===== src/rtl/bp_stall_profile_counters_pkg.sv =====
// Shared types and constants for the stall-reason profiler: reason names,
// snapshot word offsets past the reason block, and the drain FSM states.
package bp_stall_profile_counters_pkg;

  localparam int bp_num_reasons_lp = 24;

  // Lowest encoding is the highest-priority reason; e_unknown closes the list.
  typedef enum logic [4:0] {
    e_icache_miss, e_itlb_miss, e_branch_mispredict, e_fetch_redirect,
    e_icache_fence, e_decode_stall, e_queue_full, e_dcache_miss,
    e_dtlb_miss, e_load_dep, e_mul_busy, e_fpu_busy,
    e_div_busy, e_struct_haz, e_ctrl_haz, e_fence,
    e_csr_wait, e_exception, e_interrupt, e_mem_order,
    e_lsq_full, e_rob_full, e_long_haz, e_replay,
    e_unknown
  } bp_stall_reason_e;

  localparam int snap_unknown_ofs_lp = 0;
  localparam int snap_instret_ofs_lp = 1;
  localparam int snap_cycles_ofs_lp  = 2;
  localparam int snap_extra_words_lp = 3;

  typedef enum logic {e_idle, e_drain} snap_state_e;

endpackage


===== src/rtl/bp_stall_profile_counters_if.sv =====
// Snapshot stream: one word per cycle, valid/ready, last flags the cycles word.
interface bp_stall_profile_counters_if #(
  parameter int idx_width_p = 5,
  parameter int cnt_width_p = 32
);
  logic                   snap_v_o;
  logic                   snap_ready_i;
  logic [idx_width_p-1:0] snap_idx_o;
  logic [cnt_width_p-1:0] snap_data_o;
  logic                   snap_last_o;

  modport master (output snap_v_o, snap_idx_o, snap_data_o, snap_last_o,
                  input  snap_ready_i);
  modport slave  (input  snap_v_o, snap_idx_o, snap_data_o, snap_last_o,
                  output snap_ready_i);
endinterface


===== src/rtl/bp_stall_profile_counters_attr_pipe.sv =====
// OR-shift attribution pipeline: a reason raised at any stage travels with
// its slot to commit; the oldest slot is priority-encoded, index 0 first.
module bp_stall_attr_pipe
  import bp_stall_profile_counters_pkg::*;
#(
  parameter  int num_stages_p  = 8,
  parameter  int num_reasons_p = 24,
  localparam int ridx_w_lp     = $clog2(num_reasons_p + 1)
) (
  input  logic                                  clk_i,
  input  logic                                  reset_n_i,
  input  logic [num_stages_p*num_reasons_p-1:0] stage_event_i,
  output logic [ridx_w_lp-1:0]                  reason_idx_o,
  output logic                                  any_v_o
);

  logic [num_stages_p-1:0][num_reasons_p-1:0] ev, stage_q, stage_d;
  logic [num_reasons_p-1:0]                   attr;

  assign ev = stage_event_i;

  always_comb begin
    stage_d    = '0;
    stage_d[0] = ev[0];
    for (int s = 1; s < num_stages_p; s++)
      stage_d[s] = stage_q[s-1] | ev[s];
  end

  always_ff @(posedge clk_i or negedge reset_n_i) begin
    if (!reset_n_i) stage_q <= '0;
    else            stage_q <= stage_d;
  end

  assign attr    = stage_q[num_stages_p-1];
  assign any_v_o = |attr;

  always_comb begin
    reason_idx_o = '0;
    for (int i = num_reasons_p - 1; i >= 0; i--)
      if (attr[i]) reason_idx_o = ridx_w_lp'(i);
  end

endmodule


===== src/rtl/bp_stall_profile_counters.sv =====
// Saturating stall/instret/cycle counters with optional windowing; snapshots
// are copied to a shadow bank and streamed out one word per handshake.
module bp_stall_profile_counters
  import bp_stall_profile_counters_pkg::*;
#(
  parameter int num_stages_p  = 8,
  parameter int num_reasons_p = 24,
  parameter int cnt_width_p   = 32,
  parameter int win_width_p   = 24
) (
  input  logic                                  clk_i,
  input  logic                                  reset_n_i,
  input  logic                                  enable_i,
  input  logic                                  clear_i,
  input  logic                                  mode_i,
  input  logic [win_width_p-1:0]                window_len_i,
  input  logic                                  snap_req_i,
  input  logic [num_stages_p*num_reasons_p-1:0] stage_event_i,
  input  logic                                  commit_v_i,
  bp_stall_profile_counters_if.master           snap_if,
  output logic                                  overrun_o
);

  localparam int words_lp  = num_reasons_p + snap_extra_words_lp;
  localparam int idx_w_lp  = $clog2(words_lp);
  localparam int ridx_w_lp = $clog2(num_reasons_p + 1);
  localparam int unk_lp    = num_reasons_p + snap_unknown_ofs_lp;
  localparam int ins_lp    = num_reasons_p + snap_instret_ofs_lp;
  localparam int cyc_lp    = num_reasons_p + snap_cycles_ofs_lp;
  localparam logic [idx_w_lp-1:0] last_idx_lp = idx_w_lp'(words_lp - 1);

  logic [ridx_w_lp-1:0] reason_idx;
  logic                 attr_v;

  bp_stall_attr_pipe #(
    .num_stages_p (num_stages_p),
    .num_reasons_p(num_reasons_p)
  ) u_attr (
    .clk_i        (clk_i),
    .reset_n_i    (reset_n_i),
    .stage_event_i(stage_event_i),
    .reason_idx_o (reason_idx),
    .any_v_o      (attr_v)
  );

  // One-hot increment in shadow-bank word order.
  logic [words_lp-1:0] inc;
  always_comb begin
    inc = '0;
    if (enable_i) begin
      inc[cyc_lp] = 1'b1;
      if (commit_v_i)  inc[ins_lp] = 1'b1;
      else if (attr_v) inc[idx_w_lp'(reason_idx)] = 1'b1;
      else             inc[unk_lp] = 1'b1;
    end
  end

  logic [win_width_p-1:0] win_cnt_q, win_cnt_d, win_last;
  logic                   win_end;

  assign win_last = (window_len_i == '0) ? '0 : window_len_i - win_width_p'(1);
  assign win_end  = mode_i & enable_i & (win_cnt_q == win_last);

  always_comb begin
    win_cnt_d = win_cnt_q;
    if (clear_i || !mode_i || win_end) win_cnt_d = '0;
    else if (enable_i)                 win_cnt_d = win_cnt_q + win_width_p'(1);
  end

  logic [words_lp-1:0][cnt_width_p-1:0] live_q, live_d, shadow_q, shadow_d;

  // A window end restarts each counter at this cycle's increment.
  always_comb begin
    live_d = live_q;
    for (int w = 0; w < words_lp; w++) begin
      if (clear_i)                         live_d[w] = '0;
      else if (win_end)                    live_d[w] = cnt_width_p'(inc[w]);
      else if (inc[w] && !(&live_q[w]))    live_d[w] = live_q[w] + cnt_width_p'(1);
    end
  end

  snap_state_e         state_q, state_d;
  logic [idx_w_lp-1:0] idx_q, idx_d;
  logic                trigger, capture, drop, overrun_q, overrun_d;

  assign trigger = win_end | snap_req_i;

  always_comb begin
    state_d = state_q;
    idx_d   = idx_q;
    capture = 1'b0;
    drop    = 1'b0;
    case (state_q)
      e_idle: begin
        if (trigger) begin
          capture = 1'b1;
          state_d = e_drain;
          idx_d   = '0;
        end
      end
      e_drain: begin
        drop = trigger;
        if (snap_if.snap_ready_i) begin
          if (idx_q == last_idx_lp) begin
            state_d = e_idle;
            idx_d   = '0;
          end else begin
            idx_d = idx_q + idx_w_lp'(1);
          end
        end
      end
      default: state_d = e_idle;
    endcase
  end

  assign shadow_d  = capture ? live_q : shadow_q;
  assign overrun_d = drop | (overrun_q & ~clear_i);

  always_ff @(posedge clk_i or negedge reset_n_i) begin
    if (!reset_n_i) begin
      win_cnt_q <= '0;
      live_q    <= '0;
      shadow_q  <= '0;
      state_q   <= e_idle;
      idx_q     <= '0;
      overrun_q <= 1'b0;
    end else begin
      win_cnt_q <= win_cnt_d;
      live_q    <= live_d;
      shadow_q  <= shadow_d;
      state_q   <= state_d;
      idx_q     <= idx_d;
      overrun_q <= overrun_d;
    end
  end

  assign snap_if.snap_v_o    = (state_q == e_drain);
  assign snap_if.snap_last_o = (state_q == e_drain) && (idx_q == last_idx_lp);
  assign snap_if.snap_idx_o  = idx_q;
  assign snap_if.snap_data_o = shadow_q[idx_q];
  assign overrun_o           = overrun_q;

endmodule


===== src/flat_wrapper.sv =====
// flat-port wrapper written by rule: the top's interface ports become plain ports
module bp_stall_profile_counters_flat import bp_stall_profile_counters_pkg::*;
#(
  parameter int num_stages_p  = 8,
  parameter int num_reasons_p = 24,
  parameter int cnt_width_p   = 32,
  parameter int win_width_p   = 24
)
  (clk_i, reset_n_i, enable_i, clear_i, mode_i, window_len_i, snap_req_i, stage_event_i, commit_v_i, overrun_o, snap_if_snap_v_o, snap_if_snap_idx_o, snap_if_snap_data_o, snap_if_snap_last_o, snap_if_snap_ready_i);
  bp_stall_profile_counters_if #(.idx_width_p((5)), .cnt_width_p(cnt_width_p)) snap_if_i ();
  input  logic clk_i;
  input  logic reset_n_i;
  input  logic enable_i;
  input  logic clear_i;
  input  logic mode_i;
  input  logic [win_width_p-1:0] window_len_i;
  input  logic snap_req_i;
  input  logic [num_stages_p*num_reasons_p-1:0] stage_event_i;
  input  logic commit_v_i;
  output logic overrun_o;
  output wire logic [$bits(snap_if_i.snap_v_o)-1:0] snap_if_snap_v_o;
  output wire logic [$bits(snap_if_i.snap_idx_o)-1:0] snap_if_snap_idx_o;
  output wire logic [$bits(snap_if_i.snap_data_o)-1:0] snap_if_snap_data_o;
  output wire logic [$bits(snap_if_i.snap_last_o)-1:0] snap_if_snap_last_o;
  input wire logic [$bits(snap_if_i.snap_ready_i)-1:0] snap_if_snap_ready_i;
  assign snap_if_snap_v_o = snap_if_i.snap_v_o;
  assign snap_if_snap_idx_o = snap_if_i.snap_idx_o;
  assign snap_if_snap_data_o = snap_if_i.snap_data_o;
  assign snap_if_snap_last_o = snap_if_i.snap_last_o;
  assign snap_if_i.snap_ready_i = snap_if_snap_ready_i;
  bp_stall_profile_counters #(.num_stages_p(num_stages_p), .num_reasons_p(num_reasons_p), .cnt_width_p(cnt_width_p), .win_width_p(win_width_p)) u_core (.clk_i(clk_i), .reset_n_i(reset_n_i), .enable_i(enable_i), .clear_i(clear_i), .mode_i(mode_i), .window_len_i(window_len_i), .snap_req_i(snap_req_i), .stage_event_i(stage_event_i), .commit_v_i(commit_v_i), .snap_if(snap_if_i), .overrun_o(overrun_o));
endmodule

===== config.mk =====
export PLATFORM = sky130hd
export DESIGN_NAME = bp_stall_profile_counters_flat
export DESIGN_NICKNAME = d
export VERILOG_FILES = /design/src/rtl/bp_stall_profile_counters_pkg.sv /design/src/rtl/bp_stall_profile_counters_if.sv /design/src/rtl/bp_stall_profile_counters_attr_pipe.sv /design/src/rtl/bp_stall_profile_counters.sv /design/src/flat_wrapper.sv
export SDC_FILE = /design/constraint.sdc
export NUM_CORES = 2
export LEC_CHECK = 0
export CORE_MARGIN = 8
export CORE_UTILIZATION = 50
export DETAILED_ROUTE_END_ITERATION = 8
export HOLD_SLACK_MARGIN = 0.03
export PLACE_DENSITY = 0.7
export SYNTH_ARGS = -nofsm -noshare
export SYNTH_HDL_FRONTEND = slang
export SYNTH_SLANG_ARGS = --single-unit

===== constraint.sdc =====
create_clock -name clk_i -period 5.4 [get_ports clk_i]
set_clock_uncertainty 0.2 [all_clocks]
set_input_delay 0.81 -clock clk_i [delete_from_list [all_inputs] [get_ports clk_i]]
set_output_delay 0.81 -clock clk_i [all_outputs]
set_load 0.01 [all_outputs]

==> out/qor.log <==
qor: outcome.run_status finished clean
qor: placement.place_hpwl 188700 um
qor: critical_path.path_delay_family buffers and inverters
qor: route.ant_nets 0
qor: critical_path.slowest_delay 910 ps
qor: timing.worst_slew_margin 22.44%
qor: route.drtIter0Drc 5716
qor: critical_path.worstSetupPathDepth 8
qor: min_path.hold_start clear_i
qor: logic_synthesis.synth.cells.most_frequent sky130_fd_sc_hd__dfrtp_1, sky130_fd_sc_hd__nor2_1, sky130_fd_sc_hd__mux2_1
qor: clock_tree.cts.clk_slew.worst_paths 60 ps
qor: logic_synthesis.synth.yosys.warnings 0
qor: critical_path.crit_path_cell_trace buf_4, mux4_2, nor2_1, a211oi_1, buf_4, a21oi_1, a21oi_1, clkdlybuf4s50_1
qor: global_routing.groute.usage.overall 25.83%
qor: layout.fin_util 58.00%
qor: critical_path.critical_path_arrival 4360 ps
qor: pwr.power.leakage 46.31 nW
qor: floorplan.floorplan.die_area 197300 sq um
qor: critical_path.reg2reg_to u_core.live_q[764]
qor: layout.design_area 106000 sq um
qor: clock_tree.clock_tree.htree_level_count 4
qor: floorplan.floorplan.die.width 444.2 um
qor: critical_path.worst-endpoint-required 4390 ps
qor: min_path.min_delay_worst_endpoint u_core.live_q[768]
qor: logic_synthesis.yosys.cell_count.top_type sky130_fd_sc_hd__dfrtp_1
qor: logic_synthesis.synthesis.area_per_instance 11.46 sq um
qor: timing.hold_violations 0
qor: pwr.total_power_divided_by_cell_area 307.6 nW/um^2
qor: timing.rsz0062_at_grt no
qor: job.maxCapViolations 0
qor: layout.area_growth 15.57%
qor: clock_tree.clkLatencyLatePin 880 ps
qor: timing.max_freq 186.2 MHz
qor: min_path.worst_hold_path_depth 2
qor: critical_path.ff2ff_setup_slack 1030 ps
qor: clock_tree.cts_tree done
qor: critical_path.critical_path.startpoint u_core.snap_if.snap_idx_o[1]
qor: timing.period_minus_slack 5370 ps
qor: logic_synthesis.netlist-cell-type-count 77
qor: clock_tree.ctsLongestPathBuffers 3
qor: global_routing.pin_count_of_the_biggest_net_entering_global_routing 205
qor: global_routing.number_of_antenna_violations_at_the_first_check_in_global_routing 29
qor: clock_tree.clock_tree.root_cell sky130_fd_sc_hd__clkbuf_16
qor: logic_synthesis.yosysTopAreaCell sky130_fd_sc_hd__dfrtp_1
qor: critical_path.endpoint_kind output port
qor: floorplan.floorplan.initialDensity 50.18%
qor: pwr.worst_ir_drop_vdd 0.3016 mV
qor: clock_tree.tritoncts.num_buffers 198
qor: timing.setup_violations 0
qor: global_routing.globalRouteOverflowTotal 0
qor: critical_path.number_of_buffers_and_inverters_on_the_critical_path 3
qor: logic_synthesis.ys_top_cells_by_area sky130_fd_sc_hd__dfrtp_1, sky130_fd_sc_hd__mux2_1, sky130_fd_sc_hd__mux4_2
qor: logic_synthesis.flop_and_latch_count_out_of_synthesis 1951
qor: global_routing.number_of_global_route_vias_before_repair 66536
qor: layout.post_layout_net_count 8667
qor: route.routed_wirelength 258100 um
qor: route.detail_route.first_pass.iterations 5
qor: logic_synthesis.synthDominantCellAreaShare 53.25%
qor: route.route.vias.total 65245
qor: critical_path.crit_path_top_delay_cell sky130_fd_sc_hd__dfrtp_4
qor: floorplan.ios 264
qor: critical_path.r2r.worst_path.cells 9
qor: critical_path.critPathKind reg2out
qor: critical_path.crit_path_max_fanout 25
qor: logic_synthesis.synth.yosys.seq_area_share 53.25%
qor: critical_path.critical_path.startpoint_type register
qor: timing.tightest_slew 1160 ps
qor: route.via_per_inst 5.945
qor: global_routing.first_pass_grt_wire_length 399300 um
qor: floorplan.placement_rows 157
qor: logic_synthesis.combined_area_of_all_synthesized_cells 91680 sq um
qor: placement.postPlaceCellArea 98960 sq um
qor: min_path.worstHoldPathType in2reg
qor: route.route.detailed.wl_per_inst 23.52 um
qor: route.detail_route.drc_violations 0
qor: floorplan.die_height 444.2 um
qor: logic_synthesis.synth-edff-count 0
qor: layout.num-fill-cells 14751
qor: floorplan.coreArea 182700 sq um
qor: timing.finalCritPeriodShare 99.45%
qor: layout.layout-drive-gt1-share 15.66%
qor: logic_synthesis.netlist_instances 8001
qor: timing.slew_viol_final 0
qor: placement.place_inst 10584
qor: clock_tree.cts_num_sinks 1951
qor: placement.globalplace.congestion 0.9056
qor: critical_path.worst_r2r_start u_core.u_attr.attr[9]
qor: logic_synthesis.asyncSetResetFlopFracSynth 100.0%
qor: layout.final-instance-count-excl-fill 10974
qor: logic_synthesis.synth_ff_type sky130_fd_sc_hd__dfrtp_1
qor: placement.portBuffers 263
qor: logic_synthesis.syn_nets 8256
## registers in the layout, indices dropped and copies added (netlist names)
| name | flops |
|---|---|
| u_core.live_q | 864 |
| u_core.shadow_q | 864 |
| u_core.u_attr.stage_q | 168 |
| u_core.u_attr.attr | 24 |
| u_core.win_cnt_q | 24 |
| u_core.snap_if.snap_idx_o | 5 |
| u_core.overrun_o | 1 |
| u_core.snap_if.snap_v_o | 1 |
## worst reg2reg max path: stages, from the launching register on
cell and delay (ps):
sky130_fd_sc_hd__dfrtp_1 440, sky130_fd_sc_hd__nor4_1 710, sky130_fd_sc_hd__o21ai_0 200, sky130_fd_sc_hd__a21oi_1 500, sky130_fd_sc_hd__and2_1 400, sky130_fd_sc_hd__nand3_1 280, sky130_fd_sc_hd__or4_1 870, sky130_fd_sc_hd__nor4_1 330
sky130_fd_sc_hd__xnor2_1 160, sky130_fd_sc_hd__nor2_1 50
## how the worst max path moves through the flow
stage	slack [ps]	to
3_5_place_dp	-90	u_core.shadow_q[151]
5_1_grt	70	snap_if_snap_data_o[18]
3_3_place_gp	-80	u_core.shadow_q[473]
6_report	30	snap_if_snap_data_o[18]
4_1_cts	7	snap_if_snap_data_o[28]
2_1_floorplan	630	u_core.shadow_q[541]
## power by group
part,switching [W],internal [W]
Clock,0.00600,0.00814
Combinational,0.00206,0.00140
Sequential,0.000309,0.0147
## stage by stage
step                      TNS [ps]  hold WS [ps]  worst slack, ps  total power [W]
after detailed placement    -26010         214.1           -90.39          0.01866
after floorplan                  0         210.3            634.4          0.01683
after CTS                        0         47.35            6.990          0.03282
after global placement      -28490         213.0           -80.72          0.01864
after global routing             0         107.8            68.43          0.03360
final                            0         106.7            29.66          0.03260
## cell type report
| cell class | count | area, sq um | share of cell area, % |
|---|---|---|---|
| antenna | 14 | 35.03 | 0.03306 |
| clock buffer | 305 | 5887 | 5.556 |
| clock inverter | 58 | 935.9 | 0.8833 |
| inverter | 143 | 536.8 | 0.5066 |
| multi-input combinational | 5506 | 40560 | 38.28 |
| sequential | 1951 | 48840 | 46.09 |
| tap | 2385 | 2984 | 2.816 |
| timing repair buffer | 612 | 6181 | 5.834 |
## metal layers
layer | share of wire, % | up-vias | GRT usage [%]
met4 | 4.8 | 28 | 11.47
met1 | 41 | 33559 | 33.69
li1 | - | 28985 | -
met2 | 48 | 2129 | 42.19
met5 | 0.072 | - | 0
met3 | 6.2 | 544 | 4.986
## cell usage in the layout (no fill, tap or decap), drive strengths merged, types with 90 or more instances in the layout
| cell type | instances |
|---|---|
| nor3 | 218 |
| nand4 | 174 |
| xor2 | 346 |
| clkbuf | 305 |
| nand3 | 356 |
| mux4 | 224 |
| inv | 144 |
| xnor2 | 369 |
| nor4 | 90 |
| or2 | 186 |
| mux2 | 864 |
| dfrtp | 1951 |
| a21oi | 294 |
| and4 | 90 |
| nand2 | 413 |
| and3 | 131 |
| o21ai | 190 |
| clkdlybuf4s50 | 261 |
| or3 | 178 |
| buf | 350 |
| nor2 | 994 |
## kinds of logic (layout without fill, tap and decap cells)
logic type,count (synthesis),in the layout,synth area share (%)
DFF,1951,1951,53.25
and+or+nand+nor,2992,2992,16.22
muxes,1140,1140,16.68
xor gates and xnor gates,716,716,6.855
other,0,14,0
adders and majority gates,31,31,0.4231
AOI/OAI and AO/OA,627,627,3.901
buffers and inverters,544,1118,2.668
## what timing repair did
item | CTS | global route
resized for setup | 2 | 1
hold buffers | 1 | 0
buffers inserted | 1 | 11
setup endpoints to repair | 5 | 2
pin swaps | 0 | 0
endpoints found under the hold margin | 95 | 0
Note: power is estimated with default switching activity, not from simulation.
